<file path="src/rtl/vector_serializer.sv">
`default_nettype none
// ============================================================================
//  Module      : vector_serializer
//  Description : Captures an N_ELEM-element signed vector with a valid/ready
//                handshake and streams it out one element per accepted beat,
//                using an internal index counter. Supports single-pass and
//                wrap-around repeat, flush, and bubble-free back-to-back
//                vectors.
//  Revision    : 1.0 - initial release
// ============================================================================
module vector_serializer #(
   parameter  int N_ELEM = 4,
   parameter  int DATA_W = 16,
   localparam int IDX_W  = $clog2(N_ELEM)
) (
   input  logic                     clk,
   input  logic                     rst,
   input  logic                     in_valid,
   output logic                     in_ready,
   input  logic [N_ELEM*DATA_W-1:0] in_data,
   input  logic                     in_repeat,
   input  logic                     flush,
   output logic                     out_valid,
   input  logic                     out_ready,
   output logic signed [DATA_W-1:0] out_data,
   output logic [IDX_W-1:0]         out_index,
   output logic                     out_last,
   output logic [15:0]              pass_count,
   output logic                     busy
);

   typedef enum logic [0:0] {
      S_IDLE   = 1'b0,
      S_STREAM = 1'b1
   } state_t;

   localparam logic [IDX_W-1:0] LAST_IDX = IDX_W'(N_ELEM - 1);

   state_t                     state_q, state_d;
   logic [IDX_W-1:0]           idx_q, idx_d;
   logic                       repeat_q, repeat_d;
   logic [15:0]                pass_q, pass_d;
   logic signed [DATA_W-1:0]   data_q, data_d;
   logic signed [DATA_W-1:0]   buf_q [N_ELEM];

   logic                       at_last;
   logic                       beat;
   logic                       accept;
   logic [IDX_W-1:0]           idx_inc;
   logic [15:0]                pass_inc;

   // idx is forced back to 0 whenever the block leaves STREAM, so out_last
   // can be decoded from idx alone without also qualifying on state.
   assign at_last  = (idx_q == LAST_IDX);
   assign beat     = (state_q == S_STREAM) && out_ready;
   assign in_ready = (state_q == S_IDLE) ||
                     ((state_q == S_STREAM) && at_last && out_ready && !repeat_q && !flush);
   assign accept   = in_valid && in_ready;

   // Modulo-N_ELEM increment; explicit wrap keeps idx in range for any N_ELEM.
   assign idx_inc  = at_last ? '0 : idx_q + 1'b1;
   assign pass_inc = (pass_q == 16'hFFFF) ? pass_q : pass_q + 16'd1;

   assign out_valid  = (state_q == S_STREAM);
   assign busy       = (state_q == S_STREAM);
   assign out_data   = data_q;
   assign out_index  = idx_q;
   assign out_last   = at_last;
   assign pass_count = pass_q;

   // Next-state logic: accept, advance, wrap, back-to-back reload and flush.
   always_comb begin
      state_d  = state_q;
      idx_d    = idx_q;
      repeat_d = repeat_q;
      pass_d   = pass_q;
      data_d   = data_q;
      case (state_q)
         S_IDLE: begin
            if (accept) begin
               state_d  = S_STREAM;
               idx_d    = '0;
               pass_d   = '0;
               repeat_d = in_repeat;
               data_d   = in_data[DATA_W-1:0];
            end
         end
         S_STREAM: begin
            if (flush) begin
               state_d = S_IDLE;
               idx_d   = '0;
            end else if (beat) begin
               idx_d  = idx_inc;
               data_d = buf_q[idx_inc];
               if (at_last) begin
                  pass_d = pass_inc;
                  if (!repeat_q) begin
                     if (accept) begin
                        // Next vector replaces this one with no idle cycle;
                        // element 0 comes straight from the input bus.
                        pass_d   = '0;
                        repeat_d = in_repeat;
                        data_d   = in_data[DATA_W-1:0];
                     end else begin
                        state_d = S_IDLE;
                     end
                  end
               end
            end
         end
         default: begin
            state_d = S_IDLE;
         end
      endcase
   end

   // Control and output registers with synchronous reset.
   always_ff @(posedge clk) begin
      if (rst) begin
         state_q  <= S_IDLE;
         idx_q    <= '0;
         repeat_q <= 1'b0;
         pass_q   <= '0;
         data_q   <= '0;
      end else begin
         state_q  <= state_d;
         idx_q    <= idx_d;
         repeat_q <= repeat_d;
         pass_q   <= pass_d;
         data_q   <= data_d;
      end
   end

   // Vector buffer snapshot on accept; contents are don't-care after reset.
   always_ff @(posedge clk) begin
      if (accept) begin
         for (int k = 0; k < N_ELEM; k++) begin
            buf_q[k] <= in_data[k*DATA_W +: DATA_W];
         end
      end
   end

endmodule
`default_nettype wire

</file>
<file path="config.mk">
export PLATFORM = sky130hd
export DESIGN_NAME = vector_serializer
export DESIGN_NICKNAME = d
export VERILOG_FILES = /design/src/rtl/vector_serializer.sv
export SDC_FILE = /design/constraint.sdc
export NUM_CORES = 1
export LEC_CHECK = 0
export CAP_MARGIN = 20
export CELL_PAD_IN_SITES_DETAIL_PLACEMENT = 1
export CELL_PAD_IN_SITES_GLOBAL_PLACEMENT = 2
export CORE_ASPECT_RATIO = 1.25
export CORE_UTILIZATION = 35
export CTS_BUF_LIST = sky130_fd_sc_hd__clkbuf_16
export DETAILED_ROUTE_END_ITERATION = 8
export HOLD_SLACK_MARGIN = 0.03
export PLACE_DENSITY = 0.9
export SYNTH_ARGS = -nofsm -noshare
export SYNTH_HDL_FRONTEND = slang
export SYNTH_SLANG_ARGS = --single-unit
</file>
<file path="constraint.sdc">
create_clock -name clk -period 7.96 [get_ports clk]
set_input_delay 0.796 -clock clk [delete_from_list [all_inputs] [get_ports clk]]
set_output_delay 0.796 -clock clk [all_outputs]
set_load 0.05 [all_outputs]
</file>
# Yosys cells after proc, flatten, opt, wreduce, memory -nomap -nowiden
# Memories as Yosys holds them, arrays and structs flattened.
# Cells that the tools add are included.
[word_totals]
reg_bits = 36
mem_bits_rw = 64
input_bits = 70
wordCells = 62
n_memories = 1
[classes]
addsub = 2
n_eq_ne = 7
muxes = 34
bitwise = 1
reduce_logical = 12
[mem_list]
columns = ["memory", "words", "word_bits", "read_ports", "rd_ports_with_merged_regs", "write_ports", "line", "text"]
rows = [
  ["buf_q", 4, 16, 1, 0, 4, "44", "logic signed [DATA_W-1:0] buf_q [N_ELEM];"],
]
[ops]
columns = ["operator", "count"]
rows = [
  ["$mux W16", 13],
  ["$pmux W16 S2", 2],
  ["$add A16 B1 Y16 const B", 1],
  ["$eq A16 B16 Y1 const B", 1],
  ["$mux W1", 12],
  ["$mux W2", 4],
  ["$logic_and A1 B1 Y1", 6],
  ["$ne A2 B1 Y1 const B", 2],
  ["$ne A2 B2 Y1 const B", 2],
  ["$pmux W1 S2", 2],
  ["$pmux W2 S2", 1],
  ["$reduce_and A4 Y1", 1],
  ["$ne A3 B2 Y1 const B", 1],
  ["$reduce_and A3 Y1", 1],
  ["$add A2 B1 Y2 const B", 1],
  ["$eq A2 B2 Y1 const B", 1],
  ["$logic_not A1 Y1", 2],
  ["$reduce_and A2 Y1", 1],
  ["$logic_or A1 B1 Y1", 1],
  ["$not A1 Y1", 1],
]

# Depth between registers and ports, before layout
# Gate-level depths: netlist (run 1).
[depth]
ltp_word = 13
ltp_mapped = 6
mapped_depth_nobuf = 5

# Worst setup path before layout (run 1)
# Ideal clock, no wire load.
[synth_timing]
path_type = "register to register"
startpoint = "reg idx_q[0] (netlist: out_index[0])"
endpoint = "reg data_q[10] (netlist: out_data[10])"
setup_ns = 0.074
arrival_ns = 5.690
required_time_ns = 7.886
setup_slack_ns = 2.196
stages_incl_launch_ff = 7
n_path_buf = 1
synth_period_minus_slack_ns = 5.764
path_cell_list = "dfxtp_1 -> ha_1 -> nand4bb_1 -> a21oi_1 -> nand2_1 -> clkbuf_1 -> o21ai_0"
[synth_via]
elab_chain_cells = 13
word_cells_on_any_way = 18
classes_between = "add/sub: 1; eq/ne: 2; mux: 7; reduce/logical: 7; memory: 1"
[synth_rtl]
columns = ["element", "line", "text"]
rows = [
  ["start: declaration", "40", "logic [IDX_W-1:0] idx_q, idx_d;"],
  ["start signal: assignment", "127", "idx_q <= idx_d;"],
  ["$eq A2 B2 Y1 *", "54", "assign at_last = (idx_q == LAST_IDX);"],
  ["named net out_last", "27", "output logic out_last,"],
  ["$logic_and A1 B1 Y1 * (4 in a row)", "57", "((state_q == S_STREAM) && at_last && out_ready && !repeat_q && !flush);"],
  ["$logic_or A1 B1 Y1 *", "56", "assign in_ready = (state_q == S_IDLE) ||"],
  ["$logic_and A1 B1 Y1 *", "58", "assign accept = in_valid && in_ready;"],
  ["named net accept", "48", "logic accept;"],
  ["$mux W16", "98", "if (accept) begin"],
  ["$mux W16", "97", "if (!repeat_q) begin"],
  ["$mux W16", "95", "if (at_last) begin"],
  ["$mux W16", "92", "end else if (beat) begin"],
  ["$mux W16", "89", "if (flush) begin"],
  ["$pmux W16 S2", "78", "case (state_q)"],
  ["end signal: assignment", "130", "data_q <= data_d;"],
  ["end: declaration", "43", "logic signed [DATA_W-1:0] data_q, data_d;"],
]
# The timed path passes the listed nets; every way through them passes the cells marked *. The select of a mux whose other input is x is not followed.
# A chain may end at the register's enable or synchronous reset.

# Worst setup path in the final report (run 1)
[layout_timing]
startpoint = "in flush"
endpoint = "out in_ready"
[layout_via]
elab_chain_cells = 3
[layout_rtl]
columns = ["element", "line", "text"]
rows = [
  ["start: declaration", "22", "input logic flush,"],
  ["$logic_not A1 Y1", "57", ""],
  ["$logic_and A1 B1 Y1", "57", ""],
  ["$logic_or A1 B1 Y1", "56", ""],
  ["end: declaration", "19", "output logic in_ready,"],
]
# No other way between the ends.

==> results_dict.tcl, run 1 <==
set metrics [dict create \
    status "complete, no violations" \
    setup.worst_path.end_class "output pin" \
    crit_slowest_cell "clkdlybuf4s50_1" \
    crit_arrival_ns 2.51 \
    whs_ns 0.508 \
    via_per_inst 5.29 \
    period_share_pct 41.5 \
    die_area_sq_um 12300 \
    layout_setup_ws_ns 4.66 \
    syn-cell-area_sq_um 4160 \
    crit_buf_inv 2 \
    critical_path.max_fanout 5 \
    wl_per_cell_um 18.6 \
    grt_max_degree 68 \
    fin_setup_tns_ns 0 \
    fillers 1197 \
    power.clock.fraction_pct 38.3 \
    p_leak_nw 1.94 \
    wl_um 10800 \
    slowest_delay_ns 0.80 \
    die_y_um 124 \
    cts_resized 0 \
    holdBufCountCts 0 \
    tritoncts "yes" \
    synthArstFlopShare_pct 0 \
    p_int_mw 0.896 \
    final_hold_viol_count 0 \
    fin_cells 577 \
    yosysUniqueCellTypes 51 \
    grt_pass1_wl_um 16700 \
    fin_skew_ns 0.0101 \
    drive_above_1_share_pct 11.1 \
    nets 483 \
    max_freq_mhz 303 \
    cp_top_family "buffers and inverters" \
    synth_edf_count 64 \
    post_cts.repair.setup_buffers 0 \
    synth-main-ff-cell "edfxtp_1" \
    fp-row-count 44 \
    hp-class "flop to flop" \
    initial_utilization_pct 35.8 \
    hpwlAfterDp_um 7840 \
    synthCells 305 \
    ys_seq_area_share_pct 63.5 \
    netlist.area_leader.share_pct 46.2 \
    coreArea_sq_um 11600 \
    worst-setup-path-type "input pin to output pin" \
    die_w_um 99.5 \
    synth_top_cell_by_area "edfxtp_1" \
    p_sw_mw 0.287 \
    syn-num-nets 377 \
    path_clk_slew_ns 0.07 \
    ff_latch_area_sq_um 2640 \
    fin_crit_ns 3.30 \
    p_sw_share_pct 24.2 \
    multi_input_area_sq_um 1360 \
    syn_area_per_cell_sq_um 13.6 \
    synth-seq-cells 100 \
    place_ws_ns 4.46 \
    via_count 3054 \
    root_buffer "clkbuf_16" \
    dpl.cell_count 560 \
    drtIter0Drc 130 \
    vdd_drop_max_mv 0.151 \
    grt_use_total_pct 18.0 \
    timing.final.max_slew_violations 0 \
    grt-ovfl-total 0 \
    area_delta_synth_final_pct 37.2 \
    path_common_cell "clkdlybuf4s50_1" \
    worstSetupStartpointType "input pin" \
    seq_power_share_pct 50.4 \
    timing.slew.headroom_pct 32.6 \
    diodes 0 \
    ant_nets 0 \
    maxCapViolCount 0 \
    firstDrtPassIters 4 \
    synth-warning-count 0 \
    tightest_slew_ns 1.01 \
    cts.sinks 100 \
    cts_buffer_depth 2 \
    port_buffers 107 \
    finalSetupViolations 0 \
    rsz0062_at_grt "no" \
    antenna_found_initial 1 \
    drc_errors 0 \
    cts_made_buffers 9 \
    cts-htree-levels 3 \
    cp.required_ns 7.16 \
    crit_chain "clkdlybuf4s50_1 -> nand4bb_1 -> nand2_1 -> clkdlybuf4s50_1" \
    place_congestion 0.814 \
    io_pins 108 \
    powerDensity_nw_per_um2 207 \
    synth.area.top_cells "edfxtp_1 (46%), dfxtp_1 (17%), mux4_2 (8.7%)" \
    combPwrFrac_pct 11.3 \
    grt_pass1_vias 3229 \
    clk_latency_ns 0.34 \
]
## logic make-up after synthesis
group | share of synthesized area (%)
flip-flops | 63.5
buffers and inverters | 4.03
AND/OR/NAND/NOR | 11.0
adder cells (fa/ha/maj) | 0.601
AO/OA/AOI/OAI | 12.2
multiplexers | 8.66
## worst paths after layout
path / start / end / slack [ns] / cells past startpoint
worst max-delay path: flush / in_ready / 4.66 / 4
worst min-delay path: out_data[7] / out_data[7] / 0.51 / 2
worst max register to register: out_index[0] / out_data[2] / 5.18 / 6
worst min register to register: out_data[7] / out_data[7] / 0.51 / 2
## layout make-up
type                    instances  area share, %
multi-input cells             170           23.9
clock inverters                 7           1.45
flip-flops and latches        100           46.3
repair buffers                110           19.6
inverters                      20           1.32
well taps                     161           3.53
clock buffers                   9           3.95
## power groups by stage
stage                     Clock [mW]  Combinational [mW]  Sequential (mW)
after global placement             0               0.129            0.606
after global routing           0.481               0.142            0.599
after CTS                      0.462               0.134            0.597
after floorplan                    0              0.0434            0.630
after detailed placement           0               0.134            0.608
final                          0.453               0.134            0.596
## placed cells by master (no fill, tap or decap), types with 3 or more instances in the layout
cell	count
and3_1	4
o31ai_1	3
a22oi_1	21
nand3_1	10
inv_1	20
clkdlybuf4s50_1	107
or3_1	3
a21oi_1	5
nor3_1	4
nor2_1	9
and4_1	3
a31oi_1	8
dfxtp_1	36
a41oi_1	4
o21ai_0	21
clkbuf_16	9
mux4_2	16
nand2_1	13
nand4_1	5
edfxtp_1	64
a211oi_1	4
## worst min-delay path, delay by kind of cell, from the launching register on
kind / cells / cell delay (ns)
AOI/OAI and AO/OA: 2 / 0.15
DFF: 1 / 0.33
## synthesized netlist by cell type (all sizes together) (4+ instances only)
cell type / number
nor3: 6
a211oi: 4
nand4: 5
edfxtp: 64
a41oi: 4
a21oi: 6
a22oi: 21
a31oi: 8
dfxtp: 36
and3: 5
nand2: 13
inv: 20
clkbuf: 7
nand3: 11
o21ai: 23
and4: 4
mux4: 16
buf: 8
nor2: 10
## flip-flops by register name (all words and copies together), names as in the netlist
signal,cells
out_data,16
repeat_q,1
busy,1
pass_count,16
buf_q,64
out_index,2
## metal layers
layer / global-route usage, % / share of wire, % / up-vias
met1: 20.8 / 41 / 1523
met5: 0 / 0.12 / -
met4: 4.96 / 1.3 / 2
met3: 4.83 / 5.2 / 15
li1: - / - / 1413
met2: 32.9 / 53 / 101
## per-stage QoR
step / instance area [sq um] / util [%] / power, mW
2_1_floorplan: 4160 / - / 0.674
3_3_place_gp: 5360 / 46.2 / 0.734
3_5_place_dp: 5370 / 46.3 / 0.742
4_1_cts: 5680 / 48.9 / 1.19
5_1_grt: 5710 / 49.1 / 1.22
6_report: 5710 / 49.1 / 1.18
No activity file was read; power rests on OpenSTA's default activity.
==> run 2, diff against run 1 <==
- CORE_UTILIZATION: 35 -> 29
- PLACE_DENSITY: 0.9 -> 0.8
- clock period: 7.96 -> 2.95 ns (I/O delays scaled with it)
==> run 2 against run 1 <==
- clock power rose to 2.6 times the previous value
- die area is 20% higher
- via count decreased by 1.5%
- sequential power grew to 2.7 times the previous value
- global-route usage fell by 2.7 points
- setup slack lost 4.0 ns
- count of clock-buffer cells in the layout is the same
- utilization shrank 7.9 points
- sequential share of layout area is 0.27 points lower
- wire length fell by 1.6%
- clock skew is 0.00099 ns lower
- largest power group unchanged
==> results_dict.tcl, run 2 (synthesized netlist as in run 1, its figures left out) <==
set metrics [dict create \
    whs_ns 0.492 \
    powerDensity_nw_per_um2 551 \
    fillers 1461 \
    wl_um 10600 \
    hp-class "flop to flop" \
    via_count 3009 \
    period_share_pct 79.2 \
    setup.worst_path.end_class "output pin" \
    reg2reg_depth 4 \
    post_cts.repair.setup_buffers 0 \
    place_congestion 0.833 \
    coreArea_sq_um 13900 \
    drive_above_1_share_pct 12.2 \
    cts-htree-levels 3 \
    slowest_delay_ns 0.80 \
    wl_per_cell_um 17.8 \
    finalSetupViolations 0 \
    max_freq_mhz 428 \
    grt-ovfl-total 0 \
    holdBufCountCts 0 \
    p_total_mw 3.17 \
    fin_cells 594 \
    rsz0062_at_grt "no" \
    startpoint "out_index[0]" \
    die_w_um 109 \
    critical_path.max_fanout 5 \
    combPwrFrac_pct 11.4 \
    place_ws_ns 0.540 \
    crit_chain "ha_4 -> nand4bb_1 -> nand2_1 -> clkdlybuf4s50_1" \
    hold_depth 2 \
    cp.required_ns 2.65 \
    grt_pass1_wl_um 16700 \
    crit_slowest_cell "clkdlybuf4s50_1" \
    layout_commonest_cell "clkdlybuf4s50_1" \
    die_area_sq_um 14800 \
    layout_setup_ws_ns 0.612 \
    crit_arrival_ns 2.04 \
    cts.sinks 100 \
    drtIter0Drc 127 \
    drc_errors 0 \
    die_y_um 136 \
    utilization_pct 41.2 \
    clk_latency_ns 0.35 \
    cp_top_family "buffers and inverters" \
    power.clock.fraction_pct 37.9 \
    final_cell_mix "clkdlybuf4s50_1 (107), edfxtp_1 (64), dfxtp_1 (34)" \
    cts_resized 0 \
    tightest_slew_ns 0.589 \
    p_int_mw 2.41 \
    grt_max_degree 51 \
    nets 486 \
    p_leak_nw 1.95 \
    hp-start "out_data[11]" \
    grt_pass1_vias 3194 \
    tritoncts "yes" \
    timing.slew.headroom_pct 60.6 \
    antenna_found_initial 0 \
    area_delta_synth_final_pct 38.1 \
    initial_utilization_pct 29.9 \
    port_buffers 107 \
    dpl.cell_count 577 \
    vdd_drop_max_mv 0.370 \
    cts_buffer_depth 2 \
    p_sw_mw 0.754 \
    dpl_cell_area_sq_um 5440 \
    largest_reg_flops 64 \
    crit_buf_inv 1 \
    grt_use_total_pct 15.4 \
    firstDrtPassIters 4 \
    r2r_start "busy" \
    worstSetupStartpointType "flop" \
    fin_setup_tns_ns 0 \
    worst-setup-path-type "flop to output pin" \
    via_per_inst 5.07 \
    fin_skew_ns 0.00915 \
    hpwlAfterDp_um 7830 \
    cts_made_buffers 9 \
    io_pins 108 \
    fin_crit_ns 2.34 \
    worst-path-stages 4 \
    fp-row-count 48 \
    seq_power_share_pct 50.7 \
    timing.final.max_slew_violations 0 \
    final_area_sq_um 5750 \
    maxCapViolCount 0 \
    top_register "buf_q" \
    ant_nets 0 \
    status "complete, no violations" \
    p_sw_share_pct 23.8 \
    root_buffer "clkbuf_16" \
    diodes 0 \
    final_hold_viol_count 0 \
    path_clk_slew_ns 0.07 \
]
## run 2: worst paths after layout
kind | endpoint | slack (ns)
max | in_ready | 0.61
min | out_data[11] | 0.49
max reg2reg | pass_count[11] | 0.91
min reg2reg | out_data[11] | 0.49
## run 2: area by class of cell
cell class / instances / area (sq um) / area share, %
multi-input combinational: 170 / 1380 / 23.9
sequential: 100 / 2650 / 46.0
timing repair buffer: 113 / 1130 / 19.7
clock buffer: 9 / 225 / 3.92
clock inverter: 7 / 73.8 / 1.28
inverter: 20 / 75.1 / 1.31
tap: 175 / 219 / 3.81
## run 2: layer usage
layer | vias up | share of wire [%] | GRT usage [%]
li1 | 1425 | - | -
met3 | 23 | 5.5 | 4.41
met2 | 85 | 54 | 27.1
met1 | 1476 | 38 | 16.5
met4 | 0 | 3.1 | 7.73
met5 | - | 0 | 0
## run 2: power by group through the flow
stage                     clock [mW]  sequential (mW)  combinational [mW]
final                           1.20             1.61               0.361
after global routing            1.30             1.61               0.385
after CTS                       1.25             1.61               0.365
after detailed placement           0             1.64               0.364
after global placement             0             1.63               0.358
after floorplan                    0             1.70               0.119
## run 2: worst min-delay path: cells and delay by family, from the launching register on
kind | cells | cell delay [ns]
AO/OA/AOI/OAI | 2 | 0.13
flip-flops | 1 | 0.33
